[config.mk]
export PLATFORM = sky130hd
export DESIGN_NAME = bin2bcd_seq
export DESIGN_NICKNAME = d
export VERILOG_FILES = /design/src/rtl/calc_pkg.sv /design/src/rtl/bcd_digit_adj.sv /design/src/rtl/bin2bcd_seq.sv
export SDC_FILE = /design/constraint.sdc
export NUM_CORES = 1
export LEC_CHECK = 0
export CAP_MARGIN = 20
export CORE_AREA = 2 2 61 63
export CTS_CLUSTER_SIZE = 28
export DETAILED_ROUTE_END_ITERATION = 8
export DIE_AREA = 0 0 63 65
export GPL_TIMING_DRIVEN = 1
export PLACE_DENSITY = 0.83
export SLEW_MARGIN = 20
export SYNTH_ARGS = -nofsm -noshare
export SYNTH_HDL_FRONTEND = slang
export SYNTH_SLANG_ARGS = --single-unit
[constraint.sdc]
create_clock -name clk -period 3.65 [get_ports clk]
set_input_delay 1.095 -clock clk [delete_from_list [all_inputs] [get_ports clk]]
set_output_delay 1.095 -clock clk [all_outputs]
set_load 0.03 [all_outputs]
[src/rtl/calc_pkg.sv]
// Shared calculator definitions used by the display-path arithmetic blocks.
//   BLANK_DIGIT : nibble that the 7-segment decoder renders as an unlit digit
//   state_t     : two-state encoding of the sequential BCD converter
package calc_pkg;

    localparam logic [3:0] BLANK_DIGIT = 4'hF;

    typedef enum logic {
        IDLE  = 1'b0,
        SHIFT = 1'b1
    } state_t;

    // Replicates BLANK_DIGIT across every nibble of an n-digit packed BCD word.
    function automatic logic [31:0] blank_pattern(input int n);
        logic [31:0] pat;
        pat = 32'h0000_0000;
        for (int i = 0; i < n; i++) begin
            pat[4*i +: 4] = BLANK_DIGIT;
        end
        return pat;
    endfunction

endpackage

[src/rtl/bcd_digit_adj.sv]
// One shift-and-add-3 correction cell for a single BCD digit.
//   din  in  4 : work digit before the shift
//   dout out 4 : din + 3 when din >= 5, otherwise din unchanged
module bcd_digit_adj (
    input  logic [3:0] din,
    output logic [3:0] dout
);

    // Pre-shift correction so that the following doubling carries into the next digit.
    always_comb begin
        dout = din;
        if (din >= 4'd5) begin
            dout = din + 4'd3;
        end else begin
            dout = din;
        end
    end

endmodule

[src/rtl/bin2bcd_seq.sv]
// Sequential binary-to-BCD converter (double dabble), one bit per clock.
//   clk     in  1          : rising-edge clock
//   reset   in  1          : synchronous, active-low
//   start   in  1          : request, honoured only while idle
//   bin     in  bits       : binary operand captured on an accepted start
//   err_in  in  1          : error flag captured on an accepted start
//   bcd     out 4*digits   : packed BCD result, digit 0 in [3:0]
//   err     out 1          : captured error flag of the last completed request
//   ready   out 1          : one-cycle pulse when bcd/err update
//   busy    out 1          : high while a conversion is in progress
// An error request skips conversion and returns an all-blank digit pattern
// on the very next cycle.
module bin2bcd_seq
    import calc_pkg::*;
#(
    parameter int bits   = 8,
    parameter int digits = 3
) (
    input  logic                  clk,
    input  logic                  reset,
    input  logic                  start,
    input  logic [bits-1:0]       bin,
    input  logic                  err_in,
    output logic [4*digits-1:0]   bcd,
    output logic                  err,
    output logic                  ready,
    output logic                  busy
);

    localparam int CW = $clog2(bits + 1);
    localparam logic [CW-1:0] LAST_CNT = CW'(bits - 1);
    localparam int WW = 4 * digits;
    localparam logic [31:0] BLANK_FULL = blank_pattern(digits);
    localparam logic [WW-1:0] BLANK_WORD = BLANK_FULL[WW-1:0];

    state_t          state_r;
    state_t          state_s;
    logic [bits-1:0] shreg_r;
    logic [bits-1:0] shreg_s;
    logic [WW-1:0]   work_r;
    logic [WW-1:0]   work_s;
    logic [CW-1:0]   cnt_r;
    logic [CW-1:0]   cnt_s;
    logic [WW-1:0]   adj_s;
    logic [WW-1:0]   shifted_s;
    logic [WW-1:0]   bcd_s;
    logic            err_s;
    logic            ready_s;
    logic            busy_s;

    genvar g;
    generate
        for (g = 0; g < digits; g++) begin : g_adj
            bcd_digit_adj u_adj (
                .din  (work_r[4*g +: 4]),
                .dout (adj_s[4*g +: 4])
            );
        end
    endgenerate

    // Corrected work register shifted left with the next operand bit entering at the bottom;
    // the top bit falls off, which cannot lose information while 10^digits > 2^bits - 1.
    always_comb begin
        shifted_s = (adj_s << 1) | {{(WW-1){1'b0}}, shreg_r[bits-1]};
    end

    // Next-state and next-output logic for the two-state converter.
    always_comb begin
        state_s = state_r;
        shreg_s = shreg_r;
        work_s  = work_r;
        cnt_s   = cnt_r;
        bcd_s   = bcd;
        err_s   = err;
        ready_s = 1'b0;
        case (state_r)
            IDLE: begin
                if (start) begin
                    if (err_in) begin
                        bcd_s   = BLANK_WORD;
                        err_s   = 1'b1;
                        ready_s = 1'b1;
                    end else begin
                        shreg_s = bin;
                        work_s  = {WW{1'b0}};
                        cnt_s   = {CW{1'b0}};
                        state_s = SHIFT;
                    end
                end else begin
                    state_s = IDLE;
                end
            end
            SHIFT: begin
                work_s  = shifted_s;
                shreg_s = shreg_r << 1;
                cnt_s   = cnt_r + CW'(1);
                if (cnt_r == LAST_CNT) begin
                    bcd_s   = shifted_s;
                    err_s   = 1'b0;
                    ready_s = 1'b1;
                    state_s = IDLE;
                end else begin
                    state_s = SHIFT;
                end
            end
            default: begin
                state_s = IDLE;
            end
        endcase
        busy_s = (state_s == SHIFT);
    end

    // State, datapath and output registers; reset discards any partial conversion.
    always_ff @(posedge clk) begin
        if (!reset) begin
            state_r <= IDLE;
            shreg_r <= {bits{1'b0}};
            work_r  <= {WW{1'b0}};
            cnt_r   <= {CW{1'b0}};
            bcd     <= {WW{1'b0}};
            err     <= 1'b0;
            ready   <= 1'b0;
            busy    <= 1'b0;
        end else begin
            state_r <= state_s;
            shreg_r <= shreg_s;
            work_r  <= work_s;
            cnt_r   <= cnt_s;
            bcd     <= bcd_s;
            err     <= err_s;
            ready   <= ready_s;
            busy    <= busy_s;
        end
    end

endmodule
==> results.py, run 1 <==
metrics = {
    "cts": {
        "cts.clk_slew.worst_paths_ns": 0.11,
        "cts_resized": 0,
        "clkSinkCount": 39,
        "tritoncts": "built",
        "clockBufferDepth": 2,
        "h-tree-depth": 2,
        "postCtsSetupRepairBufs": 0,
        "clock_latency_ns": 0.34,
        "holdBufCountCts": 0,
        "cts-root-buf": "clkbuf_4",
        "cts_made_buffers": 5,
    },
    "sta": {
        "max_freq_ghz": 0.404,
        "fin_crit_ns": 2.48,
        "maxSlewHeadroom_pct": 59.1,
        "slew_violations": 0,
        "hold_viol": 0,
        "setup_violations": 0,
        "tightestPinTransition_ns": 0.614,
        "holdWs_ns": 0.468,
        "min_period_over_period_pct": 67.8,
        "fin_skew_ns": 0.00960,
        "finalSetupTns_ns": 0,
        "rsz0062_at_grt": "no",
    },
    "pwr": {
        "power_uw": 832,
        "ir_drop_mv": 0.237,
        "power.density_mw_per_mm2": 398,
        "cellLeakagePower_uw": 0.000771,
    },
    "global_routing": {
        "grt_max_degree": 28,
        "grt_pass1_wl_um": 5840,
        "grt-ovfl-total": 0,
        "antenna_found_initial": 0,
        "grt_pass1_vias": 1273,
        "grt_use_total_pct": 18.0,
    },
    "synth": {
        "synth-adder-area-share_pct": 4.99,
        "avgSynthCellArea_um2": 9.92,
        "synthSimpleGateAreaFrac_pct": 13.8,
        "ys_seq_area_share_pct": 44.5,
        "synth-seq-cells": 39,
        "yosys_warnings": 0,
        "synth_compound_gate_area_share_pct": 22.9,
        "synth_top_family_by_area": "compound AO/OA/AOI/OAI gates",
        "muxShareOfSynthArea_pct": 6.34,
        "netlist_area_mm2": 0.00176,
        "synth.distinct_cells": 36,
        "synthXorXnorAreaFrac_pct": 1.50,
        "synthesis.instances": 177,
        "syn-num-nets": 196,
    },
    "cells_and_area": {
        "most-common-layout-cells": "dfxtp_1 (39), clkdlybuf4s50_1 (26), nor2_1 (13), a21oi_1 (11)",
        "regArea_um2": 781,
        "final.fill_count": 314,
        "syn_to_final_growth_pct": 19.1,
        "insertedDiodeCount": 0,
        "nNetsFinal": 220,
        "drive_gt1_share_pct": 11.9,
        "multi_input_area_um2": 868,
        "mostFrequentLayoutCell": "dfxtp_1",
    },
    "status": {
        "status": "finished, final reports clean",
    },
    "floorplan": {
        "die-width_um": 63,
        "die-area_mm2": 0.00410,
        "rows": 22,
        "die_y_um": 65,
        "core_area_mm2": 0.00350,
        "io_pins": 27,
        "initial_core_util_pct": 50.2,
    },
    "setup_path": {
        "cp.arrival_ns": 1.38,
        "crit_type": "reg2out",
        "crit_path_cell_trace": "clkdlybuf4s50_1",
        "cp-start-kind": "register",
        "crit_required_ns": 2.55,
        "crit_path_max_fanout": 2,
        "crit_family": "buffers and inverters",
        "cpPeakStageDelay_ns": 0.68,
        "endpoint_kind": "output pin",
        "worstPathBufferInverterCount": 1,
        "cp_slowest_cell": "clkdlybuf4s50_1",
    },
    "detailed_routing": {
        "viasPerCell": 5.66,
        "vias": 1416,
        "dr.pass1.iters": 4,
        "post-route-drc-count": 0,
        "wl_um": 3390,
        "drtIter0Drc": 69,
        "wire_per_inst_um": 13.6,
        "ant_nets": 0,
    },
    "place": {
        "numPortBuffers": 26,
        "place_congestion": 0.803,
        "place_hpwl_um": 2300,
    },
    "job": {
        "drv_cap": 0,
    },
    "hold_path": {
        "min_path_type": "reg2reg",
    },
}
## synth_stat cells
| cell | number | share of area [%] |
|---|---|---|
| a211oi_1 | 7 | 3.0 |
| a21o_1 | 1 | 0.43 |
| a21oi_1 | 11 | 3.1 |
| a21oi_2 | 4 | 2.0 |
| a22oi_1 | 4 | 1.7 |
| a311oi_1 | 2 | 1.0 |
| a32o_1 | 4 | 2.3 |
| a41oi_1 | 1 | 0.50 |
| and2_1 | 2 | 0.71 |
| and4b_1 | 1 | 0.57 |
| buf_2 | 4 | 1.1 |
| buf_4 | 3 | 1.3 |
| buf_6 | 2 | 1.3 |
| clkbuf_1 | 3 | 0.64 |
| dfxtp_1 | 39 | 44 |
| ha_1 | 7 | 5.0 |
| inv_1 | 8 | 1.7 |
| mux2_2 | 1 | 0.64 |
| mux2i_1 | 10 | 5.7 |
| nand2_1 | 7 | 1.5 |
| nand2_2 | 1 | 0.36 |
| nand2b_1 | 6 | 2.1 |
| nand3_1 | 2 | 0.57 |
| nand3b_1 | 1 | 0.43 |
| nand3b_4 | 1 | 1.1 |
| nand4_1 | 1 | 0.36 |
| nand4b_1 | 1 | 0.50 |
| nor2_1 | 13 | 2.8 |
| nor3_1 | 3 | 0.86 |
| nor3b_1 | 3 | 1.3 |
| o21ai_0 | 10 | 2.9 |
| o221a_2 | 7 | 4.5 |
| o311ai_1 | 1 | 0.50 |
| o32ai_1 | 2 | 1.0 |
| or4b_1 | 1 | 0.57 |
| xnor2_1 | 3 | 1.5 |
## logic make-up after synthesis
| family | after synthesis |
|---|---|
| adders and majority gates | 7 |
| xor gates and xnor gates | 3 |
| buffers and inverters | 20 |
| and+or+nand+nor | 43 |
| AOI/OAI and AO/OA | 54 |
| DFF | 39 |
| muxes | 11 |
## state kept, by name (all words and copies together), names as in the netlist
| name | count |
|---|---|
| state_r | 1 |
| ready | 1 |
| bcd | 12 |
| work_r | 12 |
| err | 1 |
| cnt_r | 4 |
| shreg_r | 8 |
## layer usage
| metal | up-vias | global-route usage [%] | part of all wire [%] |
|---|---|---|---|
| li1 | 705 | - | - |
| met1 | 664 | 21.9 | 46 |
| met2 | 42 | 30.5 | 47 |
| met3 | 5 | 4.34 | 4.8 |
| met4 | 0 | 7.50 | 1.4 |
| met5 | - | 0 | 0 |
## layout make-up
type                    instances  area share [%]
flip-flops and latches         39            37.3
repair buffers                 29            13.5
multi-input cells             118            41.5
inverters                       8            1.44
clock buffers                   8            3.29
well taps                      48            2.87
## final timing paths
kind,start,to,slack [ns],depth (start not counted)
max,bcd[4],bcd[4],1.17,1
min,err,err,0.47,2
max reg2reg,state_r,bcd[10],1.75,5
min reg2reg,err,err,0.47,2
## stage by stage
step,setup slack [ns],utilization [%],cells,area (µm²)
after floorplan,1.85,-,177,1760
after global placement,1.07,57.8,242,2020
after detailed placement,0.994,57.8,242,2020
after CTS,1.15,59.8,250,2090
after global routing,1.12,59.8,250,2090
final,1.17,59.8,250,2090
## report_power, final
group          internal, µW  switching [µW]  total, µW
sequential              446            11.9        458
combinational          54.9            68.2        123
clock                   113             137        251
No activity file was read; power rests on OpenSTA's default activity.
==> inputs of run 2 (changes only) <==
- clock period: 3.65 -> 2.5 ns (I/O delays scaled with it)
==> results.py, run 2 (synthesized netlist as in run 1, its figures left out) <==
metrics = {
    "cts": {
        "cts-root-buf": "clkbuf_4",
        "clockBufferDepth": 2,
        "clkSinkCount": 39,
        "holdBufCountCts": 0,
        "postCtsSetupRepairBufs": 0,
        "clock_latency_ns": 0.33,
        "tritoncts": "built",
        "cts.clk_slew.worst_paths_ns": 0.10,
        "cts_made_buffers": 5,
        "cts_resized": 0,
        "h-tree-depth": 2,
    },
    "place": {
        "numPortBuffers": 26,
        "place_congestion": 0.837,
        "place_hpwl_um": 2340,
    },
    "global_routing": {
        "grt_use_total_pct": 17.8,
        "grt_max_degree": 28,
        "grt_pass1_vias": 1300,
        "grt_pass1_wl_um": 5660,
        "antenna_found_initial": 0,
        "grt-ovfl-total": 0,
    },
    "setup_path": {
        "cpPeakStageDelay_ns": 0.68,
        "crit_family": "buffers and inverters",
        "worstPathBufferInverterCount": 1,
        "crit_path_max_fanout": 2,
        "cp-start-kind": "register",
        "crit_type": "reg2out",
        "cp.arrival_ns": 1.37,
        "endpoint_kind": "output pin",
        "crit_path_cell_trace": "clkdlybuf4s50_1",
        "cp_slowest_cell": "clkdlybuf4s50_1",
        "crit_required_ns": 1.75,
    },
    "pwr": {
        "power.density_mw_per_mm2": 549,
        "p_comb_share_pct": 16.2,
        "power.share.clock_pct": 25.1,
        "p_switching_uw": 305,
        "p_seq_share_pct": 58.7,
        "p_int_uw": 835,
        "cellLeakagePower_uw": 0.000766,
        "sw_frac_of_total_pct": 26.7,
        "ir_drop_mv": 0.281,
    },
    "floorplan": {
        "die_y_um": 65,
        "die-width_um": 63,
        "core_area_mm2": 0.00350,
        "io_pins": 27,
        "initial_core_util_pct": 50.2,
        "rows": 22,
        "die-area_mm2": 0.00410,
    },
    "detailed_routing": {
        "viasPerCell": 5.63,
        "vias": 1407,
        "post-route-drc-count": 0,
        "wl_um": 3380,
        "drtIter0Drc": 62,
        "dr.pass1.iters": 4,
        "ant_nets": 0,
        "wire_per_inst_um": 13.5,
    },
    "job": {
        "drv_cap": 0,
    },
    "cells_and_area": {
        "fin_util_pct": 59.4,
        "final.fill_count": 323,
        "insertedDiodeCount": 0,
        "regArea_um2": 781,
        "most-common-layout-cells": "dfxtp_1 (39), clkdlybuf4s50_1 (26), nor2_1 (13), a21oi_1 (11)",
        "largestRegisters": "bcd: 12 flops, work_r: 12 flops, shreg_r: 8 flops",
        "drive_gt1_share_pct": 11.9,
        "mostFrequentLayoutCell": "dfxtp_1",
        "multi_input_area_um2": 868,
        "syn_to_final_growth_pct": 18.4,
        "nNetsFinal": 222,
    },
    "status": {
        "status": "finished, final reports clean",
    },
    "sta": {
        "slew_violations": 0,
        "fin_skew_ns": 0.00283,
        "setup_violations": 0,
        "fin_crit_ns": 2.12,
        "maxSlewHeadroom_pct": 64.4,
        "hold_viol": 0,
        "finalSetupTns_ns": 0,
        "rsz0062_at_grt": "no",
        "min_period_over_period_pct": 84.9,
        "tightestPinTransition_ns": 0.531,
        "max_freq_ghz": 0.471,
    },
    "hold_path": {
        "min_path_type": "reg2reg",
    },
}
-- run 2: layer usage --
| layer | vias up | wire length, µm | track usage [%] | share of wire [%] |
|---|---|---|---|---|
| met5 | - | 0 | 0 | 0 |
| met4 | 0 | 63 | 9.17 | 1.9 |
| met2 | 32 | 1560 | 30.6 | 46 |
| li1 | 710 | - | - | - |
| met1 | 657 | 1590 | 20.9 | 47 |
| met3 | 8 | 156 | 3.65 | 4.6 |
-- run 2: power by group through the flow --
stage / combinational (µW) / clock (µW) / sequential (µW)
floorplan: 88.9 / 0 / 713
global placement: 182 / 0 / 683
detailed placement: 185 / 0 / 684
CTS: 186 / 293 / 670
global route: 197 / 328 / 674
finish: 185 / 286 / 669
-- run 2: final cells by class --
class	instances	share of cell area [%]
timing repair buffer	31	14.3
multi-input combinational	118	41.8
clock buffer	6	1.99
tap	48	2.89
inverter	8	1.44
sequential	39	37.6
-- run 2: per-stage QoR --
stage	hold slack (ns)	area, µm²	total power (µW)	instances	setup WS, ns
detailed placement	0.454	2040	869	244	0.432
floorplan	0.432	1760	802	177	1.05
global placement	0.442	2040	865	244	0.473
CTS	0.470	2080	1150	250	0.365
finish	0.464	2080	1140	250	0.378
global route	0.504	2080	1200	250	0.322
-- run 2: worst paths after layout --
check / from / end / depth (start not counted) / slack (ns)
worst min register to register: shreg_r[0] / shreg_r[0] / 2 / 0.46
worst max-delay path: bcd[4] / bcd[4] / 1 / 0.38
worst max register to register: state_r / bcd[4] / 5 / 0.60
worst min-delay path: shreg_r[0] / shreg_r[0] / 2 / 0.46
